File: config.mk
export PLATFORM = sky130hd
export DESIGN_NAME = seven_segment_scanner
export DESIGN_NICKNAME = d
export VERILOG_FILES = /design/src/rtl/seven_segment_scanner.sv
export SDC_FILE = /design/constraint.sdc
export NUM_CORES = 1
export LEC_CHECK = 0
export CAP_MARGIN = 20
export CORE_UTILIZATION = 59
export CTS_CLUSTER_SIZE = 8
export DETAILED_ROUTE_END_ITERATION = 16
export GPL_TIMING_DRIVEN = 0
export PLACE_DENSITY_LB_ADDON = 0.25
export RECOVER_POWER = 25
export SLEW_MARGIN = 20
export SYNTH_ARGS = -nofsm -noshare
export SYNTH_HDL_FRONTEND = slang
export SYNTH_SLANG_ARGS = --single-unit
File: constraint.sdc
create_clock -name clk -period 5.1 [get_ports clk]
set_input_delay 1.02 -clock clk [delete_from_list [all_inputs] [get_ports clk]]
set_output_delay 1.02 -clock clk [all_outputs]
set_load 0.01 [all_outputs]
File: src/rtl/seven_segment_scanner.sv
// Seven-segment scan controller: one-hot digit code plus digit enable, values committed at frame start (SCANNER_LZ_BLANK_EN adds leading-zero blanking).
// Latency: registered outputs update on the edge ending each tick; a load reaches the display within DIGITS*DIV cycles.
// Backpressure: none; load is taken every cycle and the last load before a commit wins.
module seven_segment_scanner #(
  parameter int DIGITS = 4,
  parameter int DIV    = 50000
) (
  input  logic                clk,
  input  logic                rst_n,
  input  logic [4*DIGITS-1:0] value,
  input  logic                load,
  input  logic                blank,
  output logic [15:0]         onehot,
  output logic [DIGITS-1:0]   digit_en,
  output logic                pending,
  output logic                frame_done
);

  localparam int IW = (DIGITS > 1) ? $clog2(DIGITS) : 1;
  localparam int PW = (DIV > 1) ? $clog2(DIV) : 1;
  localparam logic [IW-1:0] IDX_LAST  = IW'(DIGITS - 1);
  localparam logic [PW-1:0] PCNT_LAST = PW'(DIV - 1);

  typedef enum logic {
    RESET_DARK,
    SCAN
  } state_t;

  state_t state, state_nxt;

  logic [PW-1:0]       pcnt, pcnt_nxt;
  logic [IW-1:0]       idx, idx_nxt;
  logic [4*DIGITS-1:0] shadow, shadow_nxt;
  logic [4*DIGITS-1:0] active, active_nxt;
  logic                pending_nxt;
  logic                started;
  logic                tick;
  logic                commit;
  logic [DIGITS-1:0]   dsel;
  logic [DIGITS-1:0]   keep;
  logic                keep_sel;
  logic [3:0]          nib;
  logic [15:0]         onehot_nxt;
  logic [DIGITS-1:0]   digit_en_nxt;

  assign started = (state == SCAN);

  always_ff @(posedge clk) begin
    if (!rst_n) begin
      state <= RESET_DARK;
    end else begin
      state <= state_nxt;
    end
  end

  always_comb begin
    state_nxt = state;
    case (state)
      RESET_DARK: if (tick) state_nxt = SCAN;
      SCAN:       state_nxt = SCAN;
      default:    state_nxt = RESET_DARK;
    endcase
  end

  // Prescaler, digit index and the shadow/active double buffer.
  always_comb begin
    tick        = (pcnt == PCNT_LAST);
    commit      = tick && (idx == '0);
    pcnt_nxt    = tick ? '0 : pcnt + PW'(1);
    idx_nxt     = idx;
    shadow_nxt  = shadow;
    active_nxt  = active;
    pending_nxt = pending;
    if (tick) begin
      idx_nxt = (idx == IDX_LAST) ? '0 : idx + IW'(1);
    end
    if (commit) begin
      if (load) begin
        active_nxt  = value;
        shadow_nxt  = value;
        pending_nxt = 1'b0;
      end else if (pending) begin
        active_nxt  = shadow;
        pending_nxt = 1'b0;
      end
    end else if (load) begin
      shadow_nxt  = value;
      pending_nxt = 1'b1;
    end
  end

`ifdef SCANNER_LZ_BLANK_EN
  // A digit is kept if it or any digit above it is nonzero; digit 0 always shows.
  always_comb begin
    logic above;
    above = 1'b0;
    keep  = '0;
    for (int d = DIGITS - 1; d >= 0; d--) begin
      above   = above | (|active_nxt[4*d +: 4]) | (d == 0);
      keep[d] = above;
    end
  end
`else
  assign keep = '1;
`endif

  // Nibble comes from active_nxt so a commit tick shows the freshly committed value.
  always_comb begin
    dsel     = '0;
    nib      = '0;
    keep_sel = 1'b0;
    for (int d = 0; d < DIGITS; d++) begin
      if (idx == IW'(d)) begin
        dsel[d]  = 1'b1;
        nib      = active_nxt[4*d +: 4];
        keep_sel = keep[d];
      end
    end
  end

  always_comb begin
    onehot_nxt   = onehot;
    digit_en_nxt = digit_en;
    if (blank) begin
      onehot_nxt   = '0;
      digit_en_nxt = '0;
    end else if (tick) begin
      digit_en_nxt = dsel;
      onehot_nxt   = keep_sel ? (16'h0001 << nib) : 16'h0000;
    end else if (!started) begin
      onehot_nxt   = '0;
      digit_en_nxt = '0;
    end
  end

  always_ff @(posedge clk) begin
    if (!rst_n) begin
      pcnt       <= '0;
      idx        <= '0;
      shadow     <= '0;
      active     <= '0;
      pending    <= 1'b0;
      onehot     <= '0;
      digit_en   <= '0;
      frame_done <= 1'b0;
    end else begin
      pcnt       <= pcnt_nxt;
      idx        <= idx_nxt;
      shadow     <= shadow_nxt;
      active     <= active_nxt;
      pending    <= pending_nxt;
      onehot     <= onehot_nxt;
      digit_en   <= digit_en_nxt;
      frame_done <= commit;
    end
  end

endmodule

-- Word-level counts from Yosys, hierarchy flattened
Cells that the tools add are included.
- $add $sub $neg: 2
- equal/unequal tests: 5
- shift operators: 1
- multiplexer cells: 22
- bitwise gates (word level): 2
- reductions and logical operators: 5
- operators by type and width (operator ; count):
    16-bit two-way mux ; 6
    4-bit two-way mux ; 6
    16-bit by 1-bit adder with 16-bit output, second input constant ; 1
    16-bit equality test, second input constant ; 1
    1-bit by 4-bit << shifter with 16-bit output, first input constant ; 1
    1-bit two-way mux ; 8
    2-bit OR reduction ; 3
    2-bit equality test, second input constant ; 2
    2-bit by 1-bit adder with 2-bit output, second input constant ; 1
    2-bit by 1-bit equality test with 1-bit output, second input constant ; 1
    2-bit zero test ; 1
    2-bit two-way mux ; 1
    2-bit by 1-bit != test with 1-bit output, second input constant ; 1
    1-bit NOT ; 2
    1-bit one-hot mux with 2 select lines ; 1
    1-bit logical AND ; 1
- bits in registers: 73
- input port bits: 20
- output and inout bits: 22
- word-level logic and storage cells: 46

-- Depth between registers and ports, before layout
- depth after elaboration: 10
- mapped depth: 11

-- Worst setup path after synthesis
No wires, ideal clock.
- kind: input-to-reg
- start: in load
- end: reg onehot[5]
- data arrival time: 2.825 ns
- data required time: 5.030 ns
- slack: 2.204 ns
- stages on the path: 9
- path buffers: 3
- cells stage by stage: clkbuf_1 > buf_1 > clkbuf_1 > and2_1 > nand2_1 > nand4_1 > o211a_2 > nand4_1 > a21oi_1
- cells in the longest elaborated chain, start to end: 9
- RTL lines (item ; RTL line ; source):
    from (decl) ; 11 ; input logic load,
    16-bit two-way mux (*) ; 78 ; if (load) begin
    16-bit two-way mux (*) ; 77 ; if (commit) begin
    4-bit two-way mux (3 in a row) ; 113 ; if (idx == IW'(d)) begin
    4-bit two-way mux (*) ; 113 ;
    1-bit by 4-bit << shifter with 16-bit output (*) ; 129 ; onehot_nxt = keep_sel ? (16'h0001 << nib) : 16'h0000;
    16-bit two-way mux (*) ; 129 ;
    16-bit two-way mux (*) ; 127 ; end else if (tick) begin
    to (signal assigned) ; 152 ; onehot <= onehot_nxt;
    to (decl) ; 13 ; output logic [15:0] onehot,
Mark *: on every way between the ends. The rest lies on a longest branch, timed or not.
A chain may end at the register's enable or synchronous reset.

-- Worst setup path in the final report
- start: reg pcnt[4]
- end: reg onehot[0]
- cells in the longest elaborated chain, start to end: 10
- RTL lines (item ; RTL line ; source):
    from (decl) ; 31 ; logic [PW-1:0] pcnt, pcnt_nxt;
    from (signal assigned) ; 147 ; pcnt <= pcnt_nxt;
    16-bit equality test (*) ; 67 ; tick = (pcnt == PCNT_LAST);
    1-bit logical AND ; 68 ; commit = tick && (idx == '0);
    16-bit two-way mux ; 77 ;
    4-bit two-way mux (4 in a row) ; 113 ;
    1-bit by 4-bit << shifter with 16-bit output ; 129 ;
    16-bit two-way mux ; 129 ;
    16-bit two-way mux ; 127 ;
Marks and branches as above.

==> impl_results.md <==
* Antenna Cells at 0
* RSZ-0062 raised after global routing: false
* # nets final at 444
* Hold WS at 0.4528 ns
* Async S/R FF share, synth at 0%
* Setup TNS at 0 ns
* Sequential cell area at 0.001461 mm^2
* Sequential area share after synthesis at 44.65%
* Total congestion overflow at 0
* Status: finished, violations left
* # fillers at 403
* CP Max Fanout at 9
* Startpoint Class: flop
* Overall routing resource usage at 27.12%
* R2R Path End: onehot[0]
* DRC errors left at 0
* Multi-input gate area at 0.001690 mm^2
* #FFs+latches synth at 73
* Post-CTS resize count at 0
* Post-Synthesis Cells at 368
* R2R Setup Slk at 1.14 ns
* Synth Area in Compound Gates at 13.84%
* Skew-Pair Late Insertion Delay at 0.35 ns
* Setup bufs post-CTS at 0
* Clock-pin slew on the worst setup and hold paths at 0.07 ns
* DR iter-0 viols at 272
* Clock Tree Root: clkbuf_8
* Core area at 0.005238 mm^2
* Vias in the first global route at 2,712
* Initial antenna violation count at 0
* Post-synthesis cell type count at 45
* IO Pins at 42
* Die W at 76.48 um
* Max incr delay on CP at 1.37 ns
* Post-DRT Antenna Nets at 0
* Post-route clock skew at 0.007294 ns
* Post-synth EDFFs at 0
* Worst r2r src: pcnt[4]
* Top cell type's share of synthesized area at 44.65%
* DR WL/cell at 15.53 um
* HPWL Detailed at 5.309 mm
* P per Cell Area at 265.3 mW/mm^2
* Max Slew Vio Count at 10
* Layout cells sized above 1 at 6.872%
* Slew @ Worst Pin at 1.645 ns
* Crit path time final at 3.963 ns
* Simple-Gate Fraction of Synth Area at 25.76%
* Reg2reg path depth at 8
* Fraction of the mapped netlist area in adder cells at 1.911%
* Synthesized net count at 393
* Via count at 2,881
* H-tree depth at 3
* Total power at 1.035 mW
* CTS sink cnt at 73
* Relative slew slack at -10.65%
* Worst Hold Class: reg2reg
* Most frequent cells after synthesis: dfxtp_1, nor2_1, nand2_1
* Synth Cell Area at 0.003273 mm^2
* Crit path cell chain: or4b_4 -> clkbuf_1 -> nor4_1 -> mux2i_1 -> nand3_1 -> a31oi_1 -> nand4_1 -> a21oi_1
* Max VDD drop at 160.9 uV
* Kind of critical path: reg2reg
* Layout area overhead at 19.19%
* Number of vias per cell at 5.856
* Crit share post-route at 77.71%
* Die ar. at 0.005849 mm^2
* Main combinational cell family by area after synthesis: simple AND/OR/NAND/NOR gates
* Synth Area in XOR/XNOR at 3.746%
* DIE HEIGHT at 76.48 um
* CP max stage cell: nor4_1
* Num CTS Buffers at 9
* Mux contribution to synthesized area at 6.843%
* Most frequent cell after synthesis: dfxtp_1
* CTS tree: done
* Final hold viol count at 0
* Dominant cells by area after synthesis: dfxtp_1, mux2i_1, nor2_1
* Clock Tree Buf Depth at 2
* Pleak at 1.423 nW
* Arrival time worst endpoint at 4.24 ns
* Finish-stage setup viols at 0
* Buffers on Ports at 40
* First-pass GRT wire length at 12.52 mm
* Crit end category: flop
* CTS Hold Buffers Added at 0
* Fmax at 252.3 MHz
* Wirelength, routed at 7.641 mm
* Worst EP required at 5.37 ns
* Max cap viols at 1
* Primary FF master, synth: dfxtp_1
* 1st-pass router iterations at 5
* Avg Cell Area, Syn at 8.894 um^2
* Synth area leader: dfxtp_1
* Rows at 26
* Initial Util at 62.49%
* Failing checks: max-capacitance violations, max-slew violations
* Ys Warns at 0
* Critical path origin: pcnt[4]
* Setup crit end: onehot[0]
* Final Wtd Congestion at 0.8576
* Largest net degree at the start of global routing at 11
[state kept, by name, indices dropped and copies added, names as in the netlist]
signal / cells
frame_done: 1
onehot: 16
digit_en: 4
started: 1
idx: 2
pending: 1
shadow: 16
active: 16
pcnt: 16
[layer usage]
metal,global-route usage [%],vias to the layer above,wire [um]
li1,-,1414,-
met5,0,-,0
met2,43.78,104,3605
met1,36.01,1350,3488
met3,3.952,13,420
met4,11.92,0,127
[cells by family after synthesis]
logic type      after synthesis
simple gates                162
flops                        73
compound gates               68
buf+inv                      24
mux                          22
xor+xnor                     14
fa+ha+maj                     5
[cells in the final DEF, fill, tap and decap left out, types with 2 or more instances in the layout]
| master | count |
|---|---|
| a211oi_1 | 2 |
| a21oi_1 | 35 |
| a31oi_1 | 4 |
| a32oi_1 | 7 |
| and2_1 | 11 |
| and3_1 | 8 |
| buf_1 | 2 |
| buf_4 | 2 |
| clkbuf_1 | 16 |
| clkbuf_8 | 11 |
| clkdlybuf4s50_1 | 33 |
| dfxtp_1 | 73 |
| dlygate4sd3_1 | 7 |
| ha_1 | 5 |
| inv_1 | 5 |
| mux2_1 | 2 |
| mux2i_1 | 19 |
| nand2_1 | 41 |
| nand2b_1 | 3 |
| nand3_1 | 14 |
| nand4_1 | 21 |
| nor2_1 | 49 |
| nor2b_1 | 2 |
| nor3_1 | 3 |
| o211a_1 | 2 |
| o211a_2 | 2 |
| o211ai_2 | 2 |
| o21ai_0 | 6 |
| o21ai_1 | 3 |
| or4bb_4 | 2 |
| xnor2_1 | 6 |
| xor2_1 | 8 |
[final cells by class]
cell class / count / area share (%)
multi-input combinational: 271 / 43.33
sequential: 73 / 37.46
timing repair buffer: 40 / 10.26
clock buffer: 14 / 4.169
tap: 70 / 2.245
buffer: 18 / 1.956
inverter: 6 / 0.5773
[worst min path at each step]
stage          startpoint  endpoint  slack, ns  cells after the start
2_1_floorplan     pcnt[0]   pcnt[0]       0.41                      1
3_3_place_gp      pcnt[0]   pcnt[0]       0.43                      1
3_5_place_dp      pcnt[0]   pcnt[0]       0.43                      1
4_1_cts           pcnt[0]   pcnt[0]       0.46                      1
5_1_grt           pcnt[0]   pcnt[0]       0.47                      1
6_report          pcnt[0]   pcnt[0]       0.45                      1
[report_power, final]
group	total (mW)	switching (mW)	internal (mW)
combinational	0.0586	0.0320	0.0267
sequential	0.584	0.00468	0.580
clock	0.392	0.193	0.199
[critical path, delay by kind of cell (launching register included)]
family,cells,cell delay (ns)
AND/OR/NAND/NOR,4,2.23
buffers and inverters,1,0.20
AO/OA/AOI/OAI,2,0.77
multiplexers,1,0.33
flip-flops,1,0.36
[stage by stage]
step	cells	cell area (um^2)	setup WS [ns]	util, %
floorplan	368	3273	2.204	-
global placement	478	3761	1.649	71.81
detailed placement	478	3761	1.641	71.81
CTS	492	3924	1.952	74.92
global route	492	3901	0.9291	74.49
finish	492	3901	1.137	74.49
No activity file was read; power rests on OpenSTA's default activity.
==> edit, RTL diff (config.mk and constraints unchanged) <==
Register the inputs `value`, `load` and `blank` before use. The logic sees them one clock later. Comments in the files are not updated.
--- a/src/rtl/seven_segment_scanner.sv
+++ b/src/rtl/seven_segment_scanner.sv
@@ -25,6 +25,16 @@
     RESET_DARK,
     SCAN
   } state_t;
+
+  logic [4*DIGITS-1:0] value_q;
+  logic load_q;
+  logic blank_q;
+
+  always_ff @(posedge clk) begin
+    value_q <= value;
+    load_q  <= load;
+    blank_q <= blank;
+  end
 
   state_t state, state_nxt;
 
@@ -75,16 +85,16 @@
       idx_nxt = (idx == IDX_LAST) ? '0 : idx + IW'(1);
     end
     if (commit) begin
-      if (load) begin
-        active_nxt  = value;
-        shadow_nxt  = value;
+      if (load_q) begin
+        active_nxt  = value_q;
+        shadow_nxt  = value_q;
         pending_nxt = 1'b0;
       end else if (pending) begin
         active_nxt  = shadow;
         pending_nxt = 1'b0;
       end
-    end else if (load) begin
-      shadow_nxt  = value;
+    end else if (load_q) begin
+      shadow_nxt  = value_q;
       pending_nxt = 1'b1;
     end
   end
@@ -121,7 +131,7 @@
   always_comb begin
     onehot_nxt   = onehot;
     digit_en_nxt = digit_en;
-    if (blank) begin
+    if (blank_q) begin
       onehot_nxt   = '0;
       digit_en_nxt = '0;
     end else if (tick) begin
Check against the original RTL: not equivalent (a bounded check fails within 4 cycles, from zero or initial values and one cycle with rst_n low).
==> edit against the original RTL <==
Final cell count is 4.7% higher. Highest routed layer unchanged. Sequential cell count is 18 higher. Utilization is 3.0 points lower. Area after synthesis is 17% higher. Cell area is 16% higher. Setup slack better by 0.72 ns. Die area is 17% higher. Largest power group unchanged. Wire length is 4.3% lower. Total power is 24% higher. Sequential share of layout area is 2.9 points higher.
==> edit: results (changes against the original RTL) <==
| Metric | Value |
|---|---|
| Final hold slack | `0.455 ns (+0.00236 ns)` |
| Final nets | `458 (+3.2%)` |
| Worst path max stage delay | `0.74 ns (-0.63 ns)` |
| First-pass GRT wire length | `12000 µm (-3.9%)` |
| WL/cell | `14.2 µm (-8.6%)` |
| Worst-Margin Slew | `0.834 ns (-0.810 ns)` |
| # H-tree levels | `3 (unchanged)` |
| Run status | `finished clean` |
| Total track usage | `0.238 (-0.0331)` |
| CTS Root Cell | `clkbuf_8` |
| # DRC | `0 (unchanged)` |
| Layout cell share with drive strength beyond 1 | `0.126 (+0.0569)` |
| Hold Path End | `onehot[6]$_SDFFE_PP0P_` |
| Syn nets | `406 (+3.3%)` |
| Initial detailed-routing violation count | `73 (-73%)` |
| Vias after detailed routing | `2812 (-2.4%)` |
| Max FO, Critical Path | `7 (-2)` |
| RePlAce Congestion | `0.797 (-7.1%)` |
| Clock Tree Buf Depth | `2 (unchanged)` |
| P_leak | `1.69 nW (+19%)` |
| Asr flop ratio synth | `0 (unchanged)` |
| Clock skew | `0.00646 ns (-0.000839 ns)` |
| Total number of yosys warnings | `0 (unchanged)` |
| Final hold violations | `0 (unchanged)` |
| Initial antenna violation count | `0 (unchanged)` |
| Worst R2R Setup Slack | `1.86 ns (+0.72 ns)` |
| # resized after CTS | `0 (unchanged)` |
| Worst endpoint data arrival time | `3.53 ns (-0.71 ns)` |
| Clock slew at reported path FFs | `0.09 ns (+0.02 ns)` |
| Crit. Startpoint | `pcnt[4]$_SDFF_PP0_` |
| Seq/Total Area, Yosys | `0.474 (+0.0279)` |
| Setup violators final | `0 (unchanged)` |
| Placed insts | `499 (+4.4%)` |
| Hold Path Class | `flop to flop` |
| Vias in the first global route | `2663 (-1.8%)` |
| Critical path's slowest cell | `nor4bb_1` |
| Synth cell types | `61 (+36%)` |
| Worst VDD drop | `0.256 mV (+59%)` |
| Cells on Worst Hold Path | `2 (+1)` |
| Synth cell count leaders | `dfxtp_1 (91), nand2_1 (39), a21oi_1 (26), nand3_1 (26), nor2_1 (22)` |
| Reg2reg end | `onehot[11]$_SDFFE_PP0P_` |
| R2r worst-path depth | `9 (+1)` |
| Largest net degree at the start of global routing | `17 (+6)` |
| Port bufs | `41 (+2.5%)` |
| Clock latency on the worst-skew pair | `0.36 ns` |
| Dpl hpwl | `5230 µm (-1.5%)` |
| Synth top area cells | `dfxtp_1 (47%), mux2i_1 (4.2%), nand2_1 (3.8%)` |
| Post-Syn Instances | `381 (+3.5%)` |
| Post-CTS Setup Bufs | `0 (unchanged)` |
| Hold path start | `onehot[6]$_SDFFE_PP0P_` |
| Drt first pass iters | `5 (unchanged)` |
| Fin cells | `515 (+4.7%)` |
| Diodes inserted | `0 (unchanged)` |
| Inserted Clock Buffers | `9 (unchanged)` |
## edit: changes by cell type in the layout (fill, tap and decap cells not counted), sizes merged, moves of 5 or more
cell           unedited run  this run
nor2                     49        22
nand4                    21         2
dfxtp                    73        91
nor2b                     2        19
dlygate4sd3               7        19
clkdlybuf4s50            33        22
nand3                    15        26
a21oi                    35        26
a21boi                    1         8
a32oi                     7         1
o21a                      0         6
o21ai                     9        14
## edit: routing by layer
| layer | global-route usage | wire length (µm) | vias up |
|---|---|---|---|
| met2 | 0.420 | 3680 | 47 |
| li1 | - | - | 1419 |
| met4 | 0.0810 | 98 | 0 |
| met3 | 0.0692 | 288 | 10 |
| met5 | 0 | 0 | - |
| met1 | 0.274 | 3250 | 1336 |
## edit: cells by family (layout without fill, tap and decap cells)
family | after synthesis | in the layout | share of synthesized area
adder cells (fa/ha/maj) | 5 | 5 | 0.0163
buffers and inverters | 25 | 82 | 0.0547
flip-flops | 91 | 91 | 0.474
AND/OR/NAND/NOR | 157 | 157 | 0.236
XOR/XNOR | 14 | 14 | 0.0319
multiplexers | 19 | 19 | 0.0505
AO/OA/AOI/OAI | 70 | 70 | 0.137
## edit: how the worst max path moves through the flow
stage | end | slack [ns] | cells after the start
after floorplan | onehot[10]$_SDFFE_PP0P_ | 2.73 | 12
after global placement | onehot[9]$_SDFFE_PP0P_ | 2.47 | 12
after detailed placement | onehot[9]$_SDFFE_PP0P_ | 2.43 | 12
after CTS | onehot[11]$_SDFFE_PP0P_ | 2.32 | 12
after global routing | onehot[5]$_SDFFE_PP0P_ | 1.64 | 10
final | onehot[11]$_SDFFE_PP0P_ | 1.86 | 9
## edit: stage by stage
step / setup slack (ns) / power (mW) / instance area [µm²]
floorplan: 2.73 / 0.788 / 3840
global placement: 2.47 / 0.815 / 4350
detailed placement: 2.43 / 0.817 / 4350
CTS: 2.32 / 1.30 / 4550
global route: 1.64 / 1.33 / 4520
finish: 1.86 / 1.28 / 4520
## edit: critical path: cells and delay by family (launching register included)
kind | cells | cell delay, ns
flip-flops | 1 | 0.36
AO/OA/AOI/OAI | 3 | 0.57
multiplexers | 1 | 0.35
AND/OR/NAND/NOR | 4 | 1.50
buffers and inverters | 1 | 0.39
## edit: power breakdown
group	switching (mW)	leakage (nW)	internal [mW]	total (mW)
sequential	0.00611	0.744	0.727	0.734
combinational	0.0316	0.843	0.0321	0.0637
clock	0.257	0.104	0.231	0.487
total	0.294	1.69	0.990	1.28
## edit: cell type report
class	instances	area, µm²
fill	498	1800
clock buffer	9	124
buffer	23	188
multi-input combinational	265	1790
timing repair buffer	41	410
inverter	2	7.51
tap	77	96.3
sequential	91	1820
clock inverter	7	75.1
